==> src/rtl/cpu_pkg.sv <==
// Shared CPU definitions: opcode map, ALU ADD code, control-FSM state encoding and strobe bundle.
// The PAUSE state exists only when CU_SINGLE_STEP_EN is defined.
package cpu_pkg;

  localparam int OPW  = 5;
  localparam int WORD = 32;

  localparam logic [OPW-1:0] OP_LD   = 5'b00000;
  localparam logic [OPW-1:0] OP_LDI  = 5'b00001;
  localparam logic [OPW-1:0] OP_ST   = 5'b00010;
  localparam logic [OPW-1:0] OP_ADD  = 5'b00011;
  localparam logic [OPW-1:0] OP_SUB  = 5'b00100;
  localparam logic [OPW-1:0] OP_SHR  = 5'b00101;
  localparam logic [OPW-1:0] OP_SHRA = 5'b00110;
  localparam logic [OPW-1:0] OP_SHL  = 5'b00111;
  localparam logic [OPW-1:0] OP_ROR  = 5'b01000;
  localparam logic [OPW-1:0] OP_ROL  = 5'b01001;
  localparam logic [OPW-1:0] OP_AND  = 5'b01010;
  localparam logic [OPW-1:0] OP_OR   = 5'b01011;
  localparam logic [OPW-1:0] OP_ADDI = 5'b01100;
  localparam logic [OPW-1:0] OP_ANDI = 5'b01101;
  localparam logic [OPW-1:0] OP_ORI  = 5'b01110;
  localparam logic [OPW-1:0] OP_MUL  = 5'b01111;
  localparam logic [OPW-1:0] OP_DIV  = 5'b10000;
  localparam logic [OPW-1:0] OP_NEG  = 5'b10001;
  localparam logic [OPW-1:0] OP_NOT  = 5'b10010;
  localparam logic [OPW-1:0] OP_BR   = 5'b10011;
  localparam logic [OPW-1:0] OP_JR   = 5'b10100;
  localparam logic [OPW-1:0] OP_IN   = 5'b10110;
  localparam logic [OPW-1:0] OP_OUT  = 5'b10111;
  localparam logic [OPW-1:0] OP_MFHI = 5'b11000;
  localparam logic [OPW-1:0] OP_MFLO = 5'b11001;
  localparam logic [OPW-1:0] OP_NOP  = 5'b11010;
  localparam logic [OPW-1:0] OP_HALT = 5'b11011;

  localparam logic [OPW-1:0] ALU_ADD = OP_ADD;

  typedef enum logic [3:0] {
    T0     = 4'd0,
    T1     = 4'd1,
    T2     = 4'd2,
    T3     = 4'd3,
    T4     = 4'd4,
    T5     = 4'd5,
    T6     = 4'd6,
    T7     = 4'd7,
    S_HALT = 4'd8
`ifdef CU_SINGLE_STEP_EN
    ,
    S_PAUSE = 4'd9
`endif
  } state_e;

  typedef enum logic [3:0] {
    C_ALU3, C_IMM, C_LD, C_LDI, C_ST, C_MULDIV, C_UNARY, C_BR,
    C_JR, C_IN, C_OUT, C_MFHI, C_MFLO, C_NOP, C_HALT, C_RSVD
  } op_class_e;

  typedef struct packed {
    logic           pc_out;
    logic           zlow_out;
    logic           zhigh_out;
    logic           mdr_out;
    logic           c_out;
    logic           in_port_out;
    logic           lo_out;
    logic           hi_out;
    logic           mar_in;
    logic           z_in;
    logic           pc_in;
    logic           mdr_in;
    logic           ir_in;
    logic           y_in;
    logic           inc_pc;
    logic           hi_in;
    logic           lo_in;
    logic           con_in;
    logic           out_port_in;
    logic           gra;
    logic           grb;
    logic           grc;
    logic           r_in;
    logic           r_out;
    logic           ba_out;
    logic           read;
    logic           write;
    logic [OPW-1:0] opcode;
    logic           illegal;
  } ctrl_t;

  function automatic op_class_e classify(input logic [OPW-1:0] op);
    case (op) inside
      OP_LD:             return C_LD;
      OP_LDI:            return C_LDI;
      OP_ST:             return C_ST;
      [OP_ADD:OP_OR]:    return C_ALU3;
      [OP_ADDI:OP_ORI]:  return C_IMM;
      OP_MUL, OP_DIV:    return C_MULDIV;
      OP_NEG, OP_NOT:    return C_UNARY;
      OP_BR:             return C_BR;
      OP_JR:             return C_JR;
      OP_IN:             return C_IN;
      OP_OUT:            return C_OUT;
      OP_MFHI:           return C_MFHI;
      OP_MFLO:           return C_MFLO;
      OP_NOP:            return C_NOP;
      OP_HALT:           return C_HALT;
      default:           return C_RSVD;
    endcase
  endfunction

endpackage

==> src/rtl/control_unit.sv <==
// Hardwired Moore control FSM: fetch in T0-T2, opcode-driven execute in T3-T7, sticky HALT.
// Define CU_SINGLE_STEP_EN to add a step input and a PAUSE state between instructions.
module control_unit
  import cpu_pkg::*;
(
  input  logic            clk,
  input  logic            clr,
`ifdef CU_SINGLE_STEP_EN
  input  logic            step,
`endif
  input  logic [WORD-1:0] ir,
  input  logic            con_ff,
  output logic            PCout,
  output logic            Zlowout,
  output logic            Zhighout,
  output logic            MDRout,
  output logic            Cout,
  output logic            In_Portout,
  output logic            LOout,
  output logic            HIout,
  output logic            MARIn,
  output logic            ZIn,
  output logic            PCIn,
  output logic            MDRIn,
  output logic            IRIn,
  output logic            YIn,
  output logic            IncPC,
  output logic            HiIn,
  output logic            LoIn,
  output logic            CONIn,
  output logic            OutPortIn,
  output logic            Gra,
  output logic            Grb,
  output logic            Grc,
  output logic            Rin,
  output logic            Rout,
  output logic            BAout,
  output logic            read,
  output logic            write,
  output logic [OPW-1:0]  opcode,
  output logic            run,
  output logic            illegal
);

  state_e         state_q, state_d;
  ctrl_t          ctrl, ctrl_gated;
  logic [OPW-1:0] op;
  op_class_e      cls;
  logic [2:0]     step_idx;
  logic           last;
  logic           unused_ir;

  assign op        = ir[WORD-1:WORD-OPW];
  assign cls       = classify(op);
  assign step_idx  = 3'(state_q - T3);
  assign unused_ir = ^ir[WORD-OPW-1:0];

`ifdef CU_SINGLE_STEP_EN
  logic step_q;
  logic step_rise;
  localparam state_e DONE_STATE = S_PAUSE;

  // A step already high during the final execute step must drop and rise again.
  assign step_rise = step & ~step_q;

  always_ff @(posedge clk) begin
    if (clr) step_q <= 1'b0;
    else     step_q <= step;
  end
`else
  localparam state_e DONE_STATE = T0;
`endif

  always_ff @(posedge clk) begin
    // NOTE: state registers use non-blocking assignment so every flop samples pre-edge values.
    if (clr) state_q <= T0;
    else     state_q <= state_d;
  end

  always_comb begin
    // NOTE: every output of this block gets a default first, so no path can infer a latch.
    ctrl    = '0;
    last    = 1'b0;
    state_d = state_q;
    case (state_q)
      T0: begin
        ctrl.pc_out = 1'b1; ctrl.mar_in = 1'b1; ctrl.inc_pc = 1'b1; ctrl.z_in = 1'b1;
        state_d = T1;
      end
      T1: begin
        ctrl.zlow_out = 1'b1; ctrl.pc_in = 1'b1; ctrl.read = 1'b1; ctrl.mdr_in = 1'b1;
        state_d = T2;
      end
      T2: begin
        ctrl.mdr_out = 1'b1; ctrl.ir_in = 1'b1;
        state_d = T3;
      end
      T3, T4, T5, T6, T7: begin
        unique case (cls)
          C_ALU3, C_IMM: begin
            case (step_idx)
              3'd0: begin ctrl.grb = 1'b1; ctrl.r_out = 1'b1; ctrl.y_in = 1'b1; end
              3'd1: begin
                if (cls == C_ALU3) begin ctrl.grc = 1'b1; ctrl.r_out = 1'b1; end
                else               ctrl.c_out = 1'b1;
                ctrl.z_in = 1'b1; ctrl.opcode = op;
              end
              default: begin
                ctrl.zlow_out = 1'b1; ctrl.gra = 1'b1; ctrl.r_in = 1'b1; last = 1'b1;
              end
            endcase
          end
          C_LD, C_LDI, C_ST: begin
            case (step_idx)
              3'd0: begin ctrl.grb = 1'b1; ctrl.ba_out = 1'b1; ctrl.y_in = 1'b1; end
              3'd1: begin ctrl.c_out = 1'b1; ctrl.z_in = 1'b1; ctrl.opcode = ALU_ADD; end
              3'd2: begin
                ctrl.zlow_out = 1'b1;
                if (cls == C_LDI) begin ctrl.gra = 1'b1; ctrl.r_in = 1'b1; last = 1'b1; end
                else              ctrl.mar_in = 1'b1;
              end
              3'd3: begin
                ctrl.mdr_in = 1'b1;
                if (cls == C_LD) ctrl.read = 1'b1;
                else begin ctrl.gra = 1'b1; ctrl.r_out = 1'b1; end
              end
              default: begin
                if (cls == C_LD) begin ctrl.mdr_out = 1'b1; ctrl.gra = 1'b1; ctrl.r_in = 1'b1; end
                else             ctrl.write = 1'b1;
                last = 1'b1;
              end
            endcase
          end
          C_MULDIV: begin
            case (step_idx)
              3'd0: begin ctrl.gra = 1'b1; ctrl.r_out = 1'b1; ctrl.y_in = 1'b1; end
              3'd1: begin ctrl.grb = 1'b1; ctrl.r_out = 1'b1; ctrl.z_in = 1'b1; ctrl.opcode = op; end
              3'd2: begin ctrl.zlow_out = 1'b1; ctrl.lo_in = 1'b1; end
              default: begin ctrl.zhigh_out = 1'b1; ctrl.hi_in = 1'b1; last = 1'b1; end
            endcase
          end
          C_UNARY: begin
            case (step_idx)
              3'd0: begin ctrl.grb = 1'b1; ctrl.r_out = 1'b1; ctrl.z_in = 1'b1; ctrl.opcode = op; end
              default: begin
                ctrl.zlow_out = 1'b1; ctrl.gra = 1'b1; ctrl.r_in = 1'b1; last = 1'b1;
              end
            endcase
          end
          C_BR: begin
            case (step_idx)
              3'd0: begin ctrl.gra = 1'b1; ctrl.r_out = 1'b1; ctrl.con_in = 1'b1; end
              3'd1: begin ctrl.pc_out = 1'b1; ctrl.y_in = 1'b1; end
              3'd2: begin ctrl.c_out = 1'b1; ctrl.z_in = 1'b1; ctrl.opcode = ALU_ADD; end
              default: begin ctrl.zlow_out = 1'b1; ctrl.pc_in = con_ff; last = 1'b1; end
            endcase
          end
          C_JR:   begin ctrl.gra = 1'b1; ctrl.r_out = 1'b1; ctrl.pc_in = 1'b1; last = 1'b1; end
          C_IN:   begin ctrl.in_port_out = 1'b1; ctrl.gra = 1'b1; ctrl.r_in = 1'b1; last = 1'b1; end
          C_OUT:  begin ctrl.gra = 1'b1; ctrl.r_out = 1'b1; ctrl.out_port_in = 1'b1; last = 1'b1; end
          C_MFHI: begin ctrl.hi_out = 1'b1; ctrl.gra = 1'b1; ctrl.r_in = 1'b1; last = 1'b1; end
          C_MFLO: begin ctrl.lo_out = 1'b1; ctrl.gra = 1'b1; ctrl.r_in = 1'b1; last = 1'b1; end
          C_HALT: last = 1'b0;
          C_RSVD: begin ctrl.illegal = 1'b1; last = 1'b1; end
          default: last = 1'b1;
        endcase
        if (cls == C_HALT) state_d = S_HALT;
        else if (last)     state_d = DONE_STATE;
        else               state_d = state_e'(state_q + 4'd1);
      end
      S_HALT: state_d = S_HALT;
`ifdef CU_SINGLE_STEP_EN
      S_PAUSE: if (step_rise) state_d = T0;
`endif
      default: state_d = T0;
    endcase
  end

  // clr silences every strobe in the same cycle, independent of the registered state.
  assign ctrl_gated = clr ? '0 : ctrl;

`ifdef CU_SINGLE_STEP_EN
  assign run = ~clr & (state_q != S_HALT) & (state_q != S_PAUSE);
`else
  assign run = ~clr & (state_q != S_HALT);
`endif

  assign PCout      = ctrl_gated.pc_out;
  assign Zlowout    = ctrl_gated.zlow_out;
  assign Zhighout   = ctrl_gated.zhigh_out;
  assign MDRout     = ctrl_gated.mdr_out;
  assign Cout       = ctrl_gated.c_out;
  assign In_Portout = ctrl_gated.in_port_out;
  assign LOout      = ctrl_gated.lo_out;
  assign HIout      = ctrl_gated.hi_out;
  assign MARIn      = ctrl_gated.mar_in;
  assign ZIn        = ctrl_gated.z_in;
  assign PCIn       = ctrl_gated.pc_in;
  assign MDRIn      = ctrl_gated.mdr_in;
  assign IRIn       = ctrl_gated.ir_in;
  assign YIn        = ctrl_gated.y_in;
  assign IncPC      = ctrl_gated.inc_pc;
  assign HiIn       = ctrl_gated.hi_in;
  assign LoIn       = ctrl_gated.lo_in;
  assign CONIn      = ctrl_gated.con_in;
  assign OutPortIn  = ctrl_gated.out_port_in;
  assign Gra        = ctrl_gated.gra;
  assign Grb        = ctrl_gated.grb;
  assign Grc        = ctrl_gated.grc;
  assign Rin        = ctrl_gated.r_in;
  assign Rout       = ctrl_gated.r_out;
  assign BAout      = ctrl_gated.ba_out;
  assign read       = ctrl_gated.read;
  assign write      = ctrl_gated.write;
  assign opcode     = ctrl_gated.opcode;
  assign illegal    = ctrl_gated.illegal;

endmodule

==> config.mk <==
export PLATFORM = sky130hd
export DESIGN_NAME = control_unit
export DESIGN_NICKNAME = d
export VERILOG_FILES = /design/src/rtl/cpu_pkg.sv /design/src/rtl/control_unit.sv
export SDC_FILE = /design/constraint.sdc
export NUM_CORES = 1
export LEC_CHECK = 0
export BUFFER_PORTS_ARGS = -buffer_cell sky130_fd_sc_hd__buf_2
export CORE_UTILIZATION = 40
export CTS_CLUSTER_SIZE = 20
export DETAILED_ROUTE_END_ITERATION = 8
export GPL_ROUTABILITY_DRIVEN = 0
export GPL_TIMING_DRIVEN = 0
export HOLD_SLACK_MARGIN = 0.1
export PLACE_DENSITY_LB_ADDON = 0.15
export SYNTH_ARGS = -nofsm -noshare
export SYNTH_HDL_FRONTEND = slang
export SYNTH_SLANG_ARGS = --single-unit
==> constraint.sdc <==
create_clock -name clk -period 5.1 [get_ports clk]
set_input_delay 1.02 -clock clk [delete_from_list [all_inputs] [get_ports clk]]
set_output_delay 1.02 -clock clk [all_outputs]
set_load 0.05 [all_outputs]
---- After elaboration in Yosys (flattened, before gate mapping) ----
Cells that the tools add are included.
word-level totals
  register bits after elaboration ......... 4
  input bits .............................. 35
  output and inout port bits .............. 34
  logic and storage cells ................. 161
operators by class
  add/subtract/negate cells ............... 2
  $lt $le $gt $ge ......................... 4
  equality and inequality tests ........... 40
  multiplexer cells ....................... 88
  bitwise logic cells ..................... 2
  reductions and logical operators ........ 24
operators with widths
  cell                  count
  $eq A5 B5 Y1 const B  11
  $mux W4               11
  $mux W1               40
  $mux W33              1
  $eq A4 B3 Y1 const B  8
  $eq A4 B4 Y1 const B  8
  $pmux W1 S2           10
  $pmux W4 S5           1
  $pmux W5 S4           1
  $eq A4 B2 Y1 const B  4
  $mux W3               5
  $pmux W1 S5           3
  $reduce_or A3 Y1      5
  $reduce_or A2 Y1      7
  $reduce_or A6 Y1      2
  $le A5 B4 Y1 const B  2
  $mux W10              1
  $mux W2               5
  $mux W5               2
  $reduce_or A5 Y1      2
  $pmux W1 S3           3
  $eq A4 B1 Y1 const B  2
  $logic_not A4 Y1      2
  $pmux W1 S4           2
  other kinds (18)      22

---- Longest topological paths before layout ----
  depth after elaboration ................. 24
  depth in mapped cells ................... 9
  gate-level depth less buffers ........... 7

---- Worst setup path before layout ----
Ideal clock, no wire load.
  kind .................................... input port to output port
  start point ............................. in ir[29]
  end point ............................... out opcode[3]
  arrival ................................. 3.464 ns
  data required time ...................... 4.080 ns
  path slack .............................. 0.616 ns
  stages .................................. 6
  path buffers ............................ 1
  path through ............................ clkbuf_1 or2_1 nor3_1 o21ai_1 a21o_1 nor4_1
between the ends
  word-level cells in the longest chain between the ends .. 21
  elaborated cells between the ends (all ways) .. 51
  those cells by class .................... order compare (4); eq/ne (21); mux (18); reduce/logical (8)
ends and longest elaborated chain
  element                                     line                 text
  from (decl)                                 control_unit.sv:11   input logic [WORD-1:0] ir,
  $eq A5 B5 Y1                                control_unit.sv:54   assign cls = classify(op);
  $mux W1                                     cpu_pkg.sv:92        case (op) inside
  $mux W2 (2 in a row)                        cpu_pkg.sv:92
  $mux W3 (4 in a row)                        cpu_pkg.sv:92
  $mux W4 (7 in a row)                        cpu_pkg.sv:92
  $mux W4 *                                   cpu_pkg.sv:92
  $eq A4 B3 Y1 (tied with other cells)        control_unit.sv:99   unique case (cls)
  $reduce_or A3 Y1, on equally long branches  -
  $pmux W5 S4 *                               control_unit.sv:99
  $mux W7 *                                   control_unit.sv:85   case (state_q)
  $mux W33 *                                  control_unit.sv:180  assign ctrl_gated = clr ? '0 : ctrl;
  to (decl)                                   control_unit.sv:40   output logic [OPW-1:0] opcode,
Mark *: on every way between the ends. The rest lies on a longest branch, timed or not.

---- Final worst setup path ----
  start point ............................. in ir[29]
  end point ............................... out Gra
between the ends
  word-level cells in the longest chain between the ends .. 22
  elaborated cells between the ends (all ways) .. 62
  those cells by class .................... order compare (4); eq/ne (26); mux (22); reduce/logical (10)
ends and longest elaborated chain
  element                                 line                                                           text
  $eq A5 B5 Y1                            control_unit.sv:54
  $mux W1                                 cpu_pkg.sv:92
  $mux W2 (2 in a row)                    cpu_pkg.sv:92
  $mux W3 (4 in a row)                    cpu_pkg.sv:92
  $mux W4 (7 in a row)                    cpu_pkg.sv:92
  $mux W4 *                               cpu_pkg.sv:92
  $eq A4 B2 Y1, on equally long branches  -
  $mux W1, on equally long branches       control_unit.sv:128, control_unit.sv:119, control_unit.sv:124
  $pmux W1 S3                             control_unit.sv:114                                            case (step_idx)
  $pmux W1 S5 *                           control_unit.sv:99
  $mux W10 *                              control_unit.sv:85
  $mux W33 *                              control_unit.sv:180
  to (decl)                               control_unit.sv:32                                             output logic Gra,
Marked as above.

==> implementation parameters <==
Parameter                              Value

Cells and area
  Largest registers    state_q (4)
  Layout Area Growth over Synthesis    21.37%
  Biggest register    state_q
  Flip-flop count of the largest register, all copies and words added    4
  # diodes    0
  Number of cells in the finished layout apart from fillers    283
  Share of post-route cells with drive strength above 1    27.62%
  # nets final    283
  # fillers    348
  Leading cell types in the layout, fill and taps excluded    49 x buf_2, 23 x nor2_1, 21 x nand2_1
  Commonest non-fill, non-tap cell in the layout    buf_2

Routing
  Routed wire length    4.232 mm
  Vias after detailed routing    1647
  Remaining DRCs    0
  First-iteration detailed-routing DRC count    155
  Routed Antenna Nets    0
  Mean routed wirelength per cell    14.95 um
  Via/cell ratio    5.820
  Iteration count of the initial detailed-routing pass    5

Clock tree
  Clock transition time at the flip-flop clock pins of the worst setup and hold paths    0.03 ns
  Clock buffer count from CTS    3
  CTS Root Buffer Type    clkbuf_4
  Resized cells post-CTS    0
  Number of clock sinks    4
  Clock tree from TritonCTS    done
  Count of hold buffers inserted by post-cts repair    0
  Total setup buffers inserted after CTS    0
  Worst-skew pair later-pin latency    0.23 ns
  CTS max path bufs    2
  Number of H-tree levels    1

Die
  Die area    3482 um^2
  Die Span Y    59.01 um
  Top Ports    69
  Overall die width    59.01 um
  Number of placement rows    20
  Initial cell density of the core    42.24%
  CORE AREA    3078 um^2

Timing
  Final count of hold timing violations    0
  Min cycle time layout    4.036 ns
  F_max    0.2478 GHz
  Least-Margin Pin Slew    0.5078 ns
  Setup repair after global routing missed its margin    no
  Final worst clock skew    0.001855 ns
  Sum Neg Setup Slack    0 ns
  Final setup vio count    0
  Final-report max-slew violation count    0
  Final cycle utilization of the critical path    79.14%
  Relative slew margins    66.14%

Critical path
  Cell-by-cell listing of the critical path    buf_2 > clkbuf_1 > a21o_1 > a222oi_1 > nor4b_4 > nor2_1 > a31oi_1 > buf_2
  Crit path kind    primary input to output pin
  Critical path data arrival time    3.02 ns
  Most Frequent Cell on Critical Path    buf_2
  Critical Path Slowest Stage Cell    nor4b_4
  Top Family by Delay on Critical Path    compound AO/OA/AOI/OAI gates
  Required time of the worst setup path    4.08 ns
  CP bufs+invs    3
  Critical path peak fanout    10
  Delay contributed by the slowest stage of the critical path    0.44 ns
  Element type at the critical path start    primary input
  Capturing element type of the critical path    output pin

Global routing
  Vias in the first global route    1355
  Antenna violations before repair    0
  First-pass GRT wire length    6.561 mm
  Largest net degree at the start of global routing    11
  GRT Total Usage    24.56%
  Overflow after GRT    0

Power
  Static leakage    0.6677 nW
  Maximum vdd ir drop    0.1444 mV
  Power per cell area    175.3 nW/um^2

Synthesis
  Synth Area per Inst    6.633 um^2
  Number of enable-type register cells in the synthesized netlist    0
  Yosys synthesis warning count    0
  Synthesized net count    238
  Top flip-flop cell by instance count after synthesis    dfxtp_1
  Ys async rst share    0%
  Number of distinct standard cells referenced by the synthesized netlist    59
  Share of the yosys chip area belonging to registers    6.160%
  #FFs+latches synth    4
  Synthesized instance count    196
  Area of the mapped netlist    1300 um^2

Placed design
  Port Buf Inserts    40
  Number of placed instances, taps included    280
  Dpl hpwl    3.225 mm

Run status
  Run status    completed

Worst hold path
  Class of the worst hold path    flop to flop

Run
  Max capacitance violation total    0
worst min-delay path: stages, from the launching register on:
cell and delay, ns:
dfxtp_1 0.34, inv_1 0.16, o2bb2ai_1 0.13
layer usage:
metal | track usage, % | wire length, um | up-vias | share of wire (%)
met3 | 0.2183 | 273 | 6 | 6.5
met5 | 0 | 0 | - | 0
li1 | - | - | 808 | -
met4 | 9.184 | 35 | 0 | 0.83
met1 | 34.35 | 1896 | 754 | 45
met2 | 40.58 | 2026 | 79 | 48
cell usage after synthesis, drive strengths merged (2+ instances only):
master	count	area [um^2]
clkbuf	5	18.77
nand2b	5	38.78
and2	3	18.77
a21oi	13	68.82
or3	2	12.51
nand2	21	78.83
xor2	3	45.05
o22ai	4	25.02
nor4b	3	41.29
buf	14	82.58
or2	2	12.52
xnor2	3	33.79
nor2b	2	12.51
o211ai	2	15.01
dfxtp	4	80.08
nor3	14	70.07
a22oi	2	15.01
nor4	4	40.04
o2bb2ai	2	17.52
a21o	3	22.52
ha	7	87.58
a211oi	5	42.54
o31ai	4	30.03
nand3	2	10.01
nor2	23	86.33
nand4	4	25.02
o21ai	9	45.04
inv	9	33.78
a31oi	4	25.02
cells by family after synthesis:
kind of cell / count (synthesis) / synth area share, %
compound gates: 62 / 33.49
xor+xnor: 6 / 6.065
fa+ha+maj: 7 / 6.737
buf+inv: 28 / 10.39
flops: 4 / 6.160
mux: 1 / 0.8662
simple gates: 88 / 36.29
area by class of cell:
class | count | area (um^2) | area share (%)
buffer | 19 | 101.3 | 6.423
clock buffer | 3 | 22.52 | 1.427
inverter | 9 | 33.78 | 2.141
multi-input combinational | 164 | 1085 | 68.76
sequential | 4 | 80.08 | 5.075
tap | 44 | 55.05 | 3.489
timing repair buffer | 40 | 200.2 | 12.69
path summary, 6_finish.rpt:
check | slack (ns) | cells past startpoint | from | endpoint
max | 1.06 | 8 | ir[29] | Gra
min | 0.66 | 2 | state_q[0]$_SDFF_PP0_ | state_q[0]$_SDFF_PP0_
max reg2reg | 2.85 | 7 | state_q[0]$_SDFF_PP0_ | state_q[3]$_SDFF_PP0_
min reg2reg | 0.66 | 2 | state_q[0]$_SDFF_PP0_ | state_q[0]$_SDFF_PP0_
power by group:
group	switching [mW]	leakage [nW]	internal [mW]
Combinational	0.142	0.621	0.0560
Sequential	0.00510	0.0328	0.0352
Clock	0.0116	0.0138	0.0262
through the flow:
step           hold WS [ns]  instance area [um^2]  power [mW]  util (%)  setup slack [ns]
2_1_floorplan        0.5985                  1300      0.1918         -            0.6161
3_3_place_gp         0.6595                  1555      0.2368     50.53             1.121
6_report             0.6644                  1578      0.2766     51.26             1.064
3_5_place_dp         0.6565                  1555      0.2358     50.53             1.126
4_1_cts              0.6641                  1578      0.2769     51.26             1.134
5_1_grt              0.7172                  1578      0.2953     51.26            0.9751
Power figures use the tool's default switching activity.
